File: config.mk
export PLATFORM = sky130hd
export DESIGN_NAME = theta_setpoint_ctrl
export DESIGN_NICKNAME = d
export VERILOG_FILES = /design/src/rtl/theta_pkg.sv /design/src/rtl/button_debounce.sv /design/src/rtl/theta_setpoint_ctrl.sv
export SDC_FILE = /design/constraint.sdc
export NUM_CORES = 1
export LEC_CHECK = 0
export BUFFER_PORTS_ARGS = -buffer_cell sky130_fd_sc_hd__buf_4
export CORE_UTILIZATION = 30
export CTS_BUF_LIST = sky130_fd_sc_hd__clkbuf_2
export DETAILED_ROUTE_END_ITERATION = 8
export HOLD_SLACK_MARGIN = 0.06
export SETUP_SLACK_MARGIN = 0.15
export SLEW_MARGIN = 40
export SYNTH_ARGS = -nofsm -noshare
export SYNTH_HDL_FRONTEND = slang
export SYNTH_SLANG_ARGS = --single-unit
File: constraint.sdc
create_clock -name i_clock -period 5.5 [get_ports i_clock]
set_input_delay 0 -clock i_clock [delete_from_list [all_inputs] [get_ports i_clock]]
set_output_delay 0 -clock i_clock [all_outputs]
set_load 0.01 [all_outputs]
File: src/rtl/theta_pkg.sv
// Shared constants, slew-state type and angle conversion for theta_setpoint_ctrl.
package theta_pkg;

   localparam int unsigned DEG_MIN     = 90;
   localparam int unsigned DEG_MAX     = 180;
   localparam int unsigned DEG_RESET   = 180;
   localparam int unsigned K_DEG2THETA = 1787;
   localparam int unsigned K_SHIFT     = 10;

   typedef enum logic [1:0] {IDLE, UP, DOWN} slew_state_e;

   // Degrees to controller units: (deg * 1787) >> 10, 19-bit product, zero-extended.
   function automatic logic signed [31:0] deg_to_theta(input logic [7:0] deg);
      logic [18:0] prod;
      prod = 19'(deg) * 19'(K_DEG2THETA);
      return $signed({13'd0, prod >> K_SHIFT});
   endfunction

endpackage

File: src/rtl/button_debounce.sv
// Active-low button conditioner: 2-flop synchronizer, stable-sample counter,
// debounced level and a 1-cycle pulse on the debounced press (1->0) edge.
module button_debounce #(
   parameter int unsigned DEBOUNCE_CYCLES = 1_000_000
) (
   input  logic clock,
   input  logic reset,
   input  logic raw_n,
   output logic press
);

   localparam int unsigned CntW = (DEBOUNCE_CYCLES > 1) ? $clog2(DEBOUNCE_CYCLES) : 1;
   localparam logic [CntW-1:0] CntLast = CntW'(DEBOUNCE_CYCLES - 1);

   logic            sync1_q, sync2_q;
   logic            level_q, level_d, level_dly_q;
   logic            press_q;
   logic [CntW-1:0] cnt_q, cnt_d;

   // Count consecutive samples that disagree with the debounced level; flip on the last one.
   always_comb begin
      level_d = level_q;
      cnt_d   = '0;
      if (sync2_q != level_q) begin
         if (cnt_q == CntLast) begin
            level_d = sync2_q;
         end else begin
            cnt_d = cnt_q + 1'b1;
         end
      end
   end

   // Synchronizer, debounce state and press-edge register; released (1) after reset.
   always_ff @(posedge clock) begin
      if (reset) begin
         sync1_q     <= 1'b1;
         sync2_q     <= 1'b1;
         level_q     <= 1'b1;
         level_dly_q <= 1'b1;
         cnt_q       <= '0;
         press_q     <= 1'b0;
      end else begin
         sync1_q     <= raw_n;
         sync2_q     <= sync1_q;
         level_q     <= level_d;
         level_dly_q <= level_q;
         cnt_q       <= cnt_d;
         press_q     <= level_dly_q & ~level_q;
      end
   end

   assign press = press_q;

endmodule

File: src/rtl/theta_setpoint_ctrl.sv
// Theta setpoint controller: debounced buttons adjust a saturated target angle,
// the applied angle follows it and is converted to the signed theta word.
// Build option: define THETA_SLEW_EN to rate-limit the applied angle (slew FSM + divider);
// without it the applied angle follows the target with one cycle of latency.
module theta_setpoint_ctrl
   import theta_pkg::*;
#(
   parameter int unsigned DEBOUNCE_CYCLES = 1_000_000,
   parameter int unsigned RAMP_DIV        = 100_000,
   parameter int unsigned DEG_STEP        = 5
) (
   input  logic               i_clock,
   input  logic               i_RESET,
   input  logic [3:0]         i_button,
   input  logic               i_enable,
   output logic signed [31:0] o_theta,
   output logic [7:0]         o_deg,
   output logic [7:0]         o_target,
   output logic               o_busy
);

   logic               press_rst, press_dec, press_inc;
   logic [7:0]         target_q, target_d;
   logic [7:0]         deg_q;
   logic signed [31:0] theta_q;
   logic [8:0]         tgt_inc;
   logic [7:0]         tgt_dec;
   logic               unused_btn;

   assign unused_btn = i_button[1];

   button_debounce #(.DEBOUNCE_CYCLES(DEBOUNCE_CYCLES)) u_db_rst (
      .clock (i_clock),
      .reset (i_RESET),
      .raw_n (i_button[0]),
      .press (press_rst)
   );

   button_debounce #(.DEBOUNCE_CYCLES(DEBOUNCE_CYCLES)) u_db_dec (
      .clock (i_clock),
      .reset (i_RESET),
      .raw_n (i_button[2]),
      .press (press_dec)
   );

   button_debounce #(.DEBOUNCE_CYCLES(DEBOUNCE_CYCLES)) u_db_inc (
      .clock (i_clock),
      .reset (i_RESET),
      .raw_n (i_button[3]),
      .press (press_inc)
   );

   // Target update: reset beats increase beats decrease; results clamp to [DEG_MIN, DEG_MAX].
   always_comb begin
      tgt_inc  = {1'b0, target_q} + 9'(DEG_STEP);
      tgt_dec  = target_q - 8'(DEG_STEP);
      target_d = target_q;
      if (press_rst) begin
         target_d = 8'(DEG_RESET);
      end else if (press_inc) begin
         target_d = (tgt_inc > 9'(DEG_MAX)) ? 8'(DEG_MAX) : tgt_inc[7:0];
      end else if (press_dec) begin
         // Compare before subtracting so the clamp never sees an underflowed value.
         target_d = ({1'b0, target_q} < (9'(DEG_MIN) + 9'(DEG_STEP))) ? 8'(DEG_MIN) : tgt_dec;
      end
   end

   // Target and theta registers; theta lags the applied angle by one cycle.
   always_ff @(posedge i_clock) begin
      if (i_RESET) begin
         target_q <= 8'(DEG_RESET);
         theta_q  <= deg_to_theta(8'(DEG_RESET));
      end else begin
         target_q <= target_d;
         theta_q  <= deg_to_theta(deg_q);
      end
   end

`ifdef THETA_SLEW_EN
   localparam int unsigned DivW = (RAMP_DIV > 1) ? $clog2(RAMP_DIV) : 1;
   localparam logic [DivW-1:0] DivLast = DivW'(RAMP_DIV - 1);

   slew_state_e     state_q, state_d;
   logic [DivW-1:0] div_q, div_d;
   logic [7:0]      deg_d;

   // Slew state register.
   always_ff @(posedge i_clock) begin
      if (i_RESET) begin
         state_q <= IDLE;
      end else begin
         state_q <= state_d;
      end
   end

   // Next state: direction is re-chosen every cycle from the registered angles.
   always_comb begin
      state_d = state_q;
      if (!i_enable) begin
         state_d = IDLE;
      end else begin
         unique case (state_q)
            IDLE, UP, DOWN: begin
               if (deg_q < target_q) begin
                  state_d = UP;
               end else if (deg_q > target_q) begin
                  state_d = DOWN;
               end else begin
                  state_d = IDLE;
               end
            end
            default: state_d = IDLE;
         endcase
      end
   end

   // Divider and angle step; a step only happens if the current direction still points at target.
   always_comb begin
      div_d = '0;
      deg_d = deg_q;
      if (!i_enable) begin
         deg_d = target_q;
      end else if ((state_q == UP || state_q == DOWN) && (deg_q != target_q)) begin
         if (div_q == DivLast) begin
            div_d = '0;
            if (state_q == UP && deg_q < target_q) begin
               deg_d = deg_q + 8'd1;
            end else if (state_q == DOWN && deg_q > target_q) begin
               deg_d = deg_q - 8'd1;
            end
         end else begin
            div_d = div_q + 1'b1;
         end
      end
   end

   // Divider and applied-angle registers.
   always_ff @(posedge i_clock) begin
      if (i_RESET) begin
         div_q <= '0;
         deg_q <= 8'(DEG_RESET);
      end else begin
         div_q <= div_d;
         deg_q <= deg_d;
      end
   end

   assign o_busy = (deg_q != target_q);
`else
   logic unused_cfg;

   assign unused_cfg = ^{RAMP_DIV, i_enable};

   // Applied angle follows the target directly.
   always_ff @(posedge i_clock) begin
      if (i_RESET) begin
         deg_q <= 8'(DEG_RESET);
      end else begin
         deg_q <= target_q;
      end
   end

   assign o_busy = 1'b0;
`endif

   assign o_deg    = deg_q;
   assign o_target = target_q;
   assign o_theta  = theta_q;

endmodule

# [Word level (Yosys, flattened, before mapping)]
# Cells that the tools add are included.
[totals] ff_bits=123 inputBits=7 wordCells=57
[op_classes] add_sub_neg=5 n_mul=1 order_cmp=2 n_eq_ne=6 n_mux=4 n_bitwise=9 reduce_logical=8
[ops] operator="adder 20 x 1 -> 20 bit, second input constant" count=3
[ops] operator="equality test 20 bit, second input constant" count=3
[ops] operator="2-to-1 mux 8 bit" count=4
[ops] operator="multiplier 8 x 11 -> 19 bit, second input constant" count=1
[ops] operator="adder 8 x 3 -> 9 bit, second input constant" count=1
[ops] operator="> comparator 9 x 8 -> 1 bit, second input constant" count=1
[ops] operator="OR reduction 3 bit" count=3
[ops] operator="< comparator 8 x 7 -> 1 bit, second input constant" count=1
[ops] operator="subtractor 8 x 3 -> 8 bit, second input constant" count=1
[ops] operator="NOT 1 bit" count=6
[ops] operator="AND reduction 2 bit" count=3
[ops] operator="bitwise AND 1 bit" count=3
[ops] operator="inequality test 1 bit" count=3
[ops] operator="nonzero test 2 bit" count=1
[ops] operator="OR reduction 2 bit" count=1

# [Logic depth before layout (Yosys ltp)]
# Gate-level depths: netlist of run 1.
[logic_depth] word_depth=4 ltp_mapped=15 ltp_nobuf=15

# [Hierarchy]
# From an unflattened synthesis of run 1, not the netlist that was laid out.
[unflattened] hier_cells=721 area_unflattened_um2=6443.7
[modules_own_cells] mod="button_debounce" instances=3 cells_each=120 area_per_inst_um2=1081.0 seq_area_each_um2=500.5
[modules_own_cells] mod="theta_setpoint_ctrl" instances=1 cells_each=361 area_per_inst_um2=3200.6 seq_area_each_um2=500.5

# [Worst setup path after synthesis of run 1]
# Ideal clock, no wire load.
[synth_path] path_type="register -> register" start="register deg_q[6] (netlist: o_deg[6])" end="register theta_q[7] (netlist: o_theta[7])" setup_ns=0.121 arrival_time_ns=4.082 path_slack_ns=1.298 stages_incl_launch_ff=13 synth_period_minus_slack_ns=4.202 path_cell_list="dfxtp_1 > fa_1 > fa_1 > inv_1 > fa_1 > fa_1 > inv_1 > ha_1 > a21oi_1 > or2b_1 > nand3b_4 > a311oi_2 > mux2_2"
[synth_between] elab_chain_len=1
[synth_lines] item="start, declared" line="theta_setpoint_ctrl.sv:24" rtl="logic [7:0] deg_q;"
[synth_lines] item="start signal, assigned" line="theta_setpoint_ctrl.sv:157" rtl="deg_q <= 8'(DEG_RESET);"
[synth_lines] item="start signal, assigned" line="theta_setpoint_ctrl.sv:159" rtl="deg_q <= target_q;"
[synth_lines] item="multiplier 8 x 11 -> 19 bit" line="theta_pkg.sv:15" rtl="prod = 19'(deg) * 19'(K_DEG2THETA);"
[synth_lines] item="end signal, assigned" line="theta_setpoint_ctrl.sv:72" rtl="theta_q <= deg_to_theta(8'(DEG_RESET));"
[synth_lines] item="end signal, assigned" line="theta_setpoint_ctrl.sv:75" rtl="theta_q <= deg_to_theta(deg_q);"
[synth_lines] item="end, declared" line="theta_setpoint_ctrl.sv:25" rtl="logic signed [31:0] theta_q;"
# Every way passes these cells.
# A chain may end at the register's enable or synchronous reset.

# [Final worst setup path of run 1]
# Same ends and word-level chain as after synthesis.

==> impl_results.md, run 1 <==
- Cell Pwr Density: 174 nW/µm²
- First-pass GRT wire length: 19200 µm
- Final setup violation count: 0
- Endpoints failing hold: 0
- Seq pwr share: 0.619
- PostCTS Resize Cnt: 0
- Slew @ Worst Pin: 0.677 ns
- Combinational share of power: 0.023
- Delay of the slowest critical-path stage: 0.60 ns
- Drt first-iter violations: 256
- Clock Sinks: 100
- R2r setup slk: 1.06 ns
- Type of the most critical hold path: primary input to register
- Post-CTS Setup Bufs: 0
- Most frequent cells in the layout: 106 x nor2_1, 100 x dfxtp_1, 66 x inv_1
- Distinct cells, synth: 59
- Crit. End Element: register
- Worst R2R End: o_theta[7]$_SDFF_PP0_
- Clock Skews: 0.0168 ns
- Clock network power share: 0.358
- WL final: 11000 µm
- Die width: 145 µm
- CP max FO: 8
- Chip Height: 145 µm
- Pint: 900 µW
- Worst-path clk slew: 0.27 ns
- Top delay family on crit path: adder cells
- Initial antenna violation count: 0
- CTS root buffer: clkbuf_2
- Rel. slew slack: 0.549
- Syn. warnings: 0
- R2R cell count: 14
- Met1 Wirelength: 5410 µm
- Switching Share: 0.239
- Met2 routed WL: 5130 µm
- Reg2Reg Launch Point: o_deg[6]$_SDFF_PP0_
- Worst hold stages: 3
- Area growth syn-to-layout: 10.0%
- Setup ws final: 1.06 ns
- Synth top area cells: dfxtp_1 32%, ha_1 10%, fa_1 8.4%, nor2_1 6.5%, xnor2_1 5.4%
- P_sw: 283 µW
- Async S/R FF share, synth: 0
- Total GRT Usage: 0.110
- Core Region: 20200 µm²
- Ports: 56
- Synth Area per Inst: 8.98 µm²
- Post-synth top area cell: dfxtp_1
- Leak: 0.00282 µW
- CTS tree: built
- Vias post-DR: 4417
- Critical Path AT: 4.96 ns
- Mapped Area: 6160 µm²
- Status: finished clean
- Worst slack, placed: 1.06 ns
- Synth Register Bits: 100
- Highest Signal Layer: met4
- Top FF cell, synth: dfxtp_1
- Max Slew Vio Count: 0
- Detailed placer's ending HPWL: 8260 µm
- Maximum clock path buffer count: 2
- Min-delay src: i_RESET
- CP Cell Sequence: ha_1 > ha_1 > xnor2_1 > fa_1 > inv_1 > fa_1 > inv_1 > ha_1 > a2111oi_2 > o21a_1 > a211o_4 > nand3b_4 > a311oi_2 > mux2_2
- Die area: 21100 µm²
- Drt wl/cell: 11.0 µm
- Crit path buf inv count: 2
- Placer Congestion: 0.808
- Setup TNS: 0 ns
- Metal3 WL: 321 µm
- Vias in the first global route: 4036
- Fmax achieved: 0.225 GHz
- # Max-Cap Violations: 0
- Crit-path most repeated cell: ha_1
- ANT cells: 0
- Power Total: 1180 µW
- VDD IR max: 0.000153 V
- Post-DR vias/cell: 4.45
- Global route overflow: 0
- Num rows: 52
- CP required: 6.02 ns
- Seq/Total Area, Yosys: 0.325
- # DRC: 0
- Slowest-stage cell, CP: dfxtp_1
- Port Buffer Count: 29
- Largest net degree at the start of global routing: 38
- Post-Syn Instances: 686
- Leading cell type in the layout, fill and taps excluded: nor2_1
- Hold worst-path end: o_deg[3]$_SDFF_PP0_
- Number of synthesized flops with an enable pin: 0
- Htree depth: 3
- Cts bufs inserted: 9
- Top-area cell type share of the netlist area: 0.325
- Startpoint Class: register
- Share of cells above drive strength 1: 0.0970
- Final #Nets: 801
- Type of the worst setup path: register to register
- Tcrit/Tclk final: 0.807
- Minimum clock period: 4.44 ns
- Worst-Skew Late Latency: 0.59 ns
- RSZ-0062 raised after global routing: false
- Final ANT Viol Nets: 0
- Initial Utilization: 0.306
- DRT Pass-1 Iters: 4
cells by family after synthesis:
logic type	count (synthesis)	synth area share
AOI/OAI and AO/OA	62	0.0800
xor gates and xnor gates	73	0.104
adders and majority gates	77	0.188
buffers and inverters	107	0.0835
DFF	100	0.325
muxes	8	0.0134
other	1	0.000609
and+or+nand+nor	258	0.206
cells in the mapped netlist, types with 3 or more instances:
| cell type | number |
|---|---|
| nor4b_1 | 4 |
| nor2_1 | 106 |
| a211o_1 | 5 |
| o21a_1 | 5 |
| buf_4 | 25 |
| nand3_1 | 24 |
| inv_1 | 66 |
| fa_1 | 26 |
| a21o_1 | 5 |
| xnor2_1 | 38 |
| dfxtp_1 | 100 |
| and4_1 | 3 |
| a21o_2 | 3 |
| nand2_1 | 32 |
| a21oi_1 | 10 |
| nor3_1 | 8 |
| o21ai_0 | 8 |
| and2_1 | 3 |
| nor2b_1 | 10 |
| nor4_1 | 4 |
| or3_1 | 3 |
| mux2i_1 | 6 |
| nand2b_1 | 6 |
| or2_2 | 14 |
| xor2_1 | 35 |
| ha_1 | 51 |
| buf_2 | 7 |
| and3_1 | 14 |
| clkbuf_1 | 8 |
| nand4_1 | 20 |
per-stage QoR:
step | hold WS [ns] | area, µm² | utilization | std cells
after floorplan | 0.104 | 6250 | - | 709
after global placement | 0.186 | 6540 | 0.324 | 967
after detailed placement | 0.187 | 6540 | 0.324 | 967
after CTS | 0.276 | 6780 | 0.336 | 992
after global routing | 0.271 | 6780 | 0.336 | 992
final | 0.332 | 6780 | 0.336 | 992
tightest hold or removal path: stages:
cell and delay [ns]:
dlygate4sd3_1 0.54, buf_4 0.24, nor2_1 0.11
flip-flops by register name, indices dropped and copies added, names as in the netlist:
name and cells:
u_db_dec.level_dly_q 1, u_db_rst.sync1_q 1, u_db_inc.level_dly_q 1, u_db_rst.level_dly_q 1, u_db_dec.cnt_q 20, u_db_rst.press 1
u_db_rst.sync2_q 1, u_db_dec.sync2_q 1, u_db_dec.sync1_q 1, u_db_rst.level_q 1, u_db_inc.level_q 1, u_db_dec.press 1
u_db_inc.cnt_q 20, u_db_inc.sync1_q 1, o_deg 8, u_db_rst.cnt_q 20, o_target 8, u_db_inc.press 1
u_db_dec.level_q 1, u_db_inc.sync2_q 1, o_theta 9
cell type report:
cell class                      count  area, µm²
Sequential cell                   100       2000
Timing Repair Buffer               38        308
Clock buffer                        9       45.0
Inverter                           66        248
Fill cell                        2154      13400
Clock inverter                      7        108
Multi-Input combinational cell    502       3730
Tap cell                          270        338
power by group through the flow:
stage | clock network (µW) | registers, µW | logic, µW
CTS | 449 | 732 | 27.8
detailed placement | 0 | 744 | 23.0
finish | 423 | 732 | 27.4
global route | 479 | 733 | 30.8
floorplan | 0 | 744 | 31.9
global placement | 0 | 744 | 22.9
how the worst max path moves through the flow:
stage,slack [ns],to,depth (start not counted),from
2_1_floorplan,1.30,o_theta[7]$_SDFF_PP0_,12,o_deg[6]$_SDFF_PP0_
3_3_place_gp,1.10,o_theta[7]$_SDFF_PP0_,14,o_deg[6]$_SDFF_PP0_
3_5_place_dp,1.06,o_theta[7]$_SDFF_PP0_,14,o_deg[6]$_SDFF_PP0_
4_1_cts,1.03,o_theta[7]$_SDFF_PP0_,14,o_deg[6]$_SDFF_PP0_
5_1_grt,0.83,o_theta[7]$_SDFF_PP0_,15,o_deg[2]$_SDFF_PP1_
6_report,1.06,o_theta[7]$_SDFF_PP0_,14,o_deg[6]$_SDFF_PP0_
layer usage:
metal	global-route usage	vias to the layer above
met2	0.173	48
met4	0.0253	0
li1	-	2277
met5	0	-
met3	0.0280	9
met1	0.149	2083
timing repair:
item	CTS	global route
endpoints found under the setup margin	0	0
hold endpoints to repair	35	0
hold buffers	9	0
(Power assumes the default switching activity.)
==> inputs of run 2 (changes only) <==
==> constraint.sdc (replaced) <==
create_clock -name i_clock -period 4.1 [get_ports i_clock]
set_input_delay 0 -clock i_clock [delete_from_list [all_inputs] [get_ports i_clock]]
set_output_delay 0 -clock i_clock [all_outputs]
set_load 0.01 [all_outputs]
==> impl_results.md, run 2 (same netlist as run 1, synthesis figures left out) <==
- Status: finished clean
- Post-DR vias/cell: 4.38 (-1.6%)
- Chip Height: 145 µm (unchanged)
- Worst-path clk slew: 0.28 ns (about the same)
- Fmax achieved: 0.247 GHz (+9.7%)
- Htree depth: 3 (unchanged)
- VDD IR max: 0.000143 V (-6.1%)
- Leading cell type in the layout, fill and taps excluded: nor2_1
- Maximum clock path buffer count: 2 (unchanged)
- # DRC: 0 (unchanged)
- Leak: 0.00288 µW (+2.0%)
- Total GRT Usage: 0.114 (+0.00481)
- Drt wl/cell: 11.3 µm (+2.6%)
- Vias post-DR: 4420 (+0.068%)
- Power Total: 1450 µW (+23%)
- Initial Utilization: 0.306 (unchanged)
- Drt first-iter violations: 257 (+0.39%)
- Critical Path AT: 4.56 ns (-0.40 ns)
- Core Region: 20200 µm² (unchanged)
- Setup TNS: 0 ns (unchanged)
- WL final: 11400 µm (+4.4%)
- Most frequent cells in the layout: 106 x nor2_1, 94 x dfxtp_1, 57 x inv_1
- CP max FO: 5 (-3)
- Slew @ Worst Pin: 0.678 ns (+0.00107 ns)
- # Max-Cap Violations: 0 (unchanged)
- Placer Congestion: 0.822 (+1.6%)
- Minimum clock period: 4.04 ns (-0.394 ns)
- Largest net degree at the start of global routing: 38 (unchanged)
- DRT Pass-1 Iters: 5 (+1)
- CTS tree: built
- Clock Sinks: 100 (unchanged)
- Global route overflow: 0 (unchanged)
- Ports: 56 (unchanged)
- Tcrit/Tclk final: 0.986 (+0.179)
- Final #Nets: 818 (+2.1%)
- Final Util: 0.351 (+0.0153)
- Vias in the first global route: 4274 (+5.9%)
- Type of the most critical hold path: primary input to register
- Crit. End Element: register
- Max Slew Vio Count: 0 (unchanged)
- Port Buffer Count: 29 (unchanged)
- Final ANT Viol Nets: 0 (unchanged)
- Die area: 21100 µm² (unchanged)
- Num rows: 52 (unchanged)
- Final setup violation count: 0 (unchanged)
- Endpoints failing hold: 0 (unchanged)
- First-pass GRT wire length: 20000 µm (+4.2%)
- Cts bufs inserted: 9 (unchanged)
- RSZ-0062 raised after global routing: true
- Startpoint Class: register
- Cell Pwr Density: 205 nW/µm² (+18%)
- Die width: 145 µm (unchanged)
- ANT cells: 0 (unchanged)
- Share of cells above drive strength 1: 0.173 (+0.0763)
- Area growth syn-to-layout: 15.0%
- Worst Hold Margin: 0.341 ns (+0.00886 ns)
- Detailed placer's ending HPWL: 8480 µm (+2.7%)
- Worst-Skew Late Latency: 0.58 ns (about the same)
- Clock Skews: 0.0228 ns (+0.00597 ns)
- Top Registers: u_db_dec.cnt_q: 20 flops, u_db_inc.cnt_q: 20 flops, u_db_rst.cnt_q: 20 flops
- Initial antenna violation count: 0 (unchanged)
- Rel. slew slack: 0.548 (-0.000713)
- Type of the worst setup path: register to register
- CTS root buffer: clkbuf_2
- CP required: 4.61 ns (-1.41 ns)
-- run 2: cell count changes in the layout (fill, tap and decap cells not counted), sizes merged --
| cell | before | now |
|---|---|---|
| dlygate4sd3 | 9 | 7 |
| buf | 29 | 48 |
| inv | 69 | 67 |
| bufinv | 2 | 0 |
| clkinv | 1 | 5 |
-- run 2: worst max-delay path: stages (launching register included) --
cell,delay (ns)
dfxtp_4,0.43
buf_4,0.14
ha_4,0.28
ha_4,0.21
xnor2_2,0.15
fa_1,0.53
inv_1,0.05
fa_1,0.49
inv_1,0.07
ha_4,0.23
a2111oi_4,0.32
o21a_1,0.19
a211o_4,0.17
nand3b_4,0.09
a311oi_2,0.26
mux2_2,0.35
-- run 2: where the power goes --
group | switching [µW] | internal [µW]
clock | 349 | 89.2
sequential | 1.68 | 977
combinational | 24.0 | 11.8
total | 375 | 1080
-- run 2: layer usage --
| metal | GRT usage | share of wire | vias to the layer above |
|---|---|---|---|
| met4 | 0.0226 | 0.0065 | 0 |
| met5 | 0 | 0 | - |
| met1 | 0.150 | 0.50 | 2060 |
| met3 | 0.0280 | 0.025 | 6 |
| li1 | - | - | 2308 |
| met2 | 0.191 | 0.47 | 46 |
-- run 2: area by class of cell --
class,count,area (µm²)
clock buffer,9,45.0
fill,2090,13100
clock inverter,7,62.6
tap,270,338
sequential,100,2020
timing repair buffer,55,434
inverter,66,248
multi-input combinational,502,3940
-- run 2: what timing repair did --
action / in CTS / in global routing
hold buffers: 7 / 0
setup endpoints to repair: 4 / 5
gates resized for setup: 26 / 4
hold endpoints to repair: 35 / 0
setup buffers: 8 / 1
pin swaps: 25 / 1
-- run 2: path summary, 6_finish.rpt --
| path | from | endpoint | slack (ns) | cells past startpoint |
|---|---|---|---|---|
| worst min-delay path | i_RESET | o_deg[1]$_SDFF_PP0_ | 0.34 | 3 |
| worst min register to register | u_db_dec.level_dly_q$_SDFF_PP1_ | u_db_dec.press$_SDFF_PP0_ | 0.41 | 2 |
| worst max-delay path | o_deg[6]$_SDFF_PP0_ | o_theta[7]$_SDFF_PP0_ | 0.06 | 15 |
| worst max register to register | o_deg[6]$_SDFF_PP0_ | o_theta[7]$_SDFF_PP0_ | 0.06 | 15 |
-- run 2: through the flow --
step                      setup WS [ns]  area [µm²]  instances
after global placement           0.0235        6680        977
after CTS                         0.100        7070       1008
after global routing            -0.0808        7090       1009
final                            0.0559        7090       1009
after detailed placement        -0.0505        6680        977
after floorplan                   0.133        6320        709
==> inputs of run 3 (changes only) <==
--- a/config.mk
+++ b/config.mk
@@ -6,11 +6,14 @@
 export NUM_CORES = 1
 export LEC_CHECK = 0
 export BUFFER_PORTS_ARGS = -buffer_cell sky130_fd_sc_hd__buf_4
+export CELL_PAD_IN_SITES_DETAIL_PLACEMENT = 2
+export CELL_PAD_IN_SITES_GLOBAL_PLACEMENT = 2
 export CORE_UTILIZATION = 30
 export CTS_BUF_LIST = sky130_fd_sc_hd__clkbuf_2
 export DETAILED_ROUTE_END_ITERATION = 8
 export HOLD_SLACK_MARGIN = 0.06
-export SETUP_SLACK_MARGIN = 0.15
+export PLACE_DENSITY_LB_ADDON = 0.1
+export SETUP_SLACK_MARGIN = 0.1
 export SLEW_MARGIN = 40
 export SYNTH_ARGS = -nofsm -noshare
 export SYNTH_HDL_FRONTEND = slang
==> impl_results.md, run 3 (same netlist as run 1, synthesis figures left out) <==
- Status: finished clean
- Placed Area: 6730 µm² (+0.75%)
- RSZ-0062 raised after global routing: true
- Final Util: 0.357 (+0.00552)
- Most frequent cells in the layout: 106 x nor2_1, 94 x dfxtp_1, 57 x buf_4
- Tcrit/Tclk final: 0.993 (+0.00711)
- Vias in the first global route: 5170 (+21%)
- VDD IR max: 0.000139 V (-2.8%)
- DRT Pass-1 Iters: 4 (-1)
- Min-delay src: i_RESET
- Endpoints failing hold: 0 (unchanged)
- Global route overflow: 0 (unchanged)
- Cts bufs inserted: 9 (unchanged)
- Type of the most critical hold path: primary input to register
- Type of the worst setup path: register to register
- Port Buffer Count: 29 (unchanged)
- Top Registers: u_db_dec.cnt_q: 20 flops, u_db_inc.cnt_q: 20 flops, u_db_rst.cnt_q: 20 flops
- CTS tree: built
- Htree depth: 3 (unchanged)
- Num rows: 52 (unchanged)
- Initial Utilization: 0.306 (unchanged)
- Rel. slew slack: 0.527 (-0.0212)
- Final setup violation count: 0 (unchanged)
- Largest net degree at the start of global routing: 38 (unchanged)
- WL final: 15600 µm (+36%)
- Area growth syn-to-layout: 16.8%
- Die width: 145 µm (unchanged)
- Minimum clock period: 4.07 ns (+0.0291 ns)
- Worst-Skew Late Latency: 0.59 ns (about the same)
- Detailed placer's ending HPWL: 11900 µm (+41%)
- Critical Path AT: 4.59 ns (+0.03 ns)
- R2r setup slk: 0.03 ns (-0.03 ns)
- Total GRT Usage: 0.154 (+0.0401)
- Worst R2R End: o_theta[7]$_SDFF_PP0_
- Startpoint Class: register
- Core Region: 20200 µm² (unchanged)
- Placer Congestion: 0.802 (-2.3%)
- Clock Sinks: 100 (unchanged)
- Chip Height: 145 µm (unchanged)
- Power Total: 1500 µW (+3.4%)
- First-pass GRT wire length: 26100 µm (+31%)
- Leading cell type in the layout, fill and taps excluded: nor2_1
- Initial antenna violation count: 1 (+1)
- Final Cell Area: 7200 µm² (+1.6%)
- Slew @ Worst Pin: 0.710 ns (+0.0317 ns)
- Final #Nets: 829 (+1.3%)
- Post-DR vias/cell: 4.68 (+6.7%)
- Layout fillers: 2253 (+7.8%)
- Drt wl/cell: 15.3 µm (+35%)
- Drt first-iter violations: 123 (-52%)
- Cell Pwr Density: 209 nW/µm² (+1.8%)
- Leak: 0.00294 µW (+2.0%)
- Clock Skews: 0.0175 ns (-0.00523 ns)
- Hold worst-path end: o_deg[1]$_SDFF_PP0_
- Fmax achieved: 0.246 GHz (-0.72%)
- # Max-Cap Violations: 0 (unchanged)
- Worst hold stages: 3 (unchanged)
- CTS root buffer: clkbuf_2
- Reg2Reg Launch Point: o_deg[2]$_SDFF_PP1_
- Final ANT Viol Nets: 0 (unchanged)
- Worst-path clk slew: 0.28 ns (about the same)
- Share of cells above drive strength 1: 0.193 (+0.0193)
- # DRC: 0 (unchanged)
- R2R cell count: 15 (unchanged)
- Crit. End Element: register
- Max Slew Vio Count: 0 (unchanged)
- Maximum clock path buffer count: 2 (unchanged)
- CP max FO: 4 (-1)
- Vias post-DR: 4765 (+7.8%)
- Ports: 56 (unchanged)
- Die area: 21100 µm² (unchanged)
- CP required: 4.62 ns (about the same)
run 3: cell count changes in the layout (fill, tap and decap cells not counted), sizes merged:
cell,before,now
buf,48,57
bufinv,0,1
clkinv,5,3
clkinvlp,1,0
diode,0,1
dlygate4sd3,7,9
run 3: per-layer routing:
metal	track usage	up-vias	part of all wire
li1	-	2331	-
met1	0.193	2357	0.46
met4	0.0532	0	0.022
met5	0	-	0
met3	0.0280	19	0.028
met2	0.267	58	0.49
run 3: final cells by class:
cell class / instances / area (µm²) / area share
Timing Repair Buffer: 66 / 518 / 0.0720
Sequential cell: 100 / 2020 / 0.281
Clock inverter: 5 / 53.8 / 0.00747
Inverter: 66 / 248 / 0.0344
Antenna cell: 1 / 2.50 / 0.000348
Clock buffer: 9 / 45.0 / 0.00626
Multi-Input combinational cell: 502 / 3980 / 0.552
Tap cell: 270 / 338 / 0.0469
run 3: metrics by stage:
step | worst slack [ns] | setup TNS (ns) | hold WS (ns) | cells
after floorplan | 0.112 | 0 | 0.104 | 709
after global routing | -0.0778 | -0.220 | 0.297 | 1019
after global placement | 0.00846 | 0 | 0.193 | 984
final | 0.0268 | 0 | 0.332 | 1019
after detailed placement | -0.0933 | -0.145 | 0.193 | 984
after CTS | 0.0209 | 0 | 0.281 | 1014
run 3: power breakdown:
| part | leakage (µW) | internal (µW) | switching, µW |
|---|---|---|---|
| clock network | 0.0000646 | 134 | 351 |
| logic | 0.00207 | 13.1 | 25.5 |
| registers | 0.000808 | 977 | 2.06 |
| total | 0.00294 | 1120 | 379 |
run 3: worst max path at each step:
stage	startpoint	to	slack [ns]	cells after the start
finish	o_deg[2]$_SDFF_PP1_	o_theta[7]$_SDFF_PP0_	0.03	15
global placement	o_deg[5]$_SDFF_PP1_	o_theta[7]$_SDFF_PP0_	0.008	12
floorplan	o_deg[2]$_SDFF_PP1_	o_theta[7]$_SDFF_PP0_	0.11	15
global route	o_deg[6]$_SDFF_PP0_	o_theta[7]$_SDFF_PP0_	-0.08	16
detailed placement	o_deg[2]$_SDFF_PP1_	o_theta[7]$_SDFF_PP0_	-0.09	14
CTS	o_deg[7]$_SDFF_PP1_	o_theta[6]$_SDFF_PP0_	0.02	12
run 3: what timing repair did:
action / in CTS / in global routing
hold buffers: 9 / 0
setup endpoints to repair: 5 / 7
hold endpoints to repair: 35 / 0
pin swaps: 24 / 16
resized for setup: 26 / 15
gates cloned: 0 / 0
setup buffers: 7 / 4
run 3: worst max-delay path, cell delays in order, from the launching register on:
cell and delay (ns):
dfxtp_4 0.42, inv_2 0.04, fa_2 0.64, inv_2 0.08, ha_4 0.26, inv_1 0.05, fa_2 0.53, inv_2 0.04
fa_2 0.55, ha_2 0.26, o21ai_1 0.14, o2bb2ai_1 0.17, a211o_4 0.16, nand3b_4 0.08, a311oi_2 0.24, mux2_4 0.32
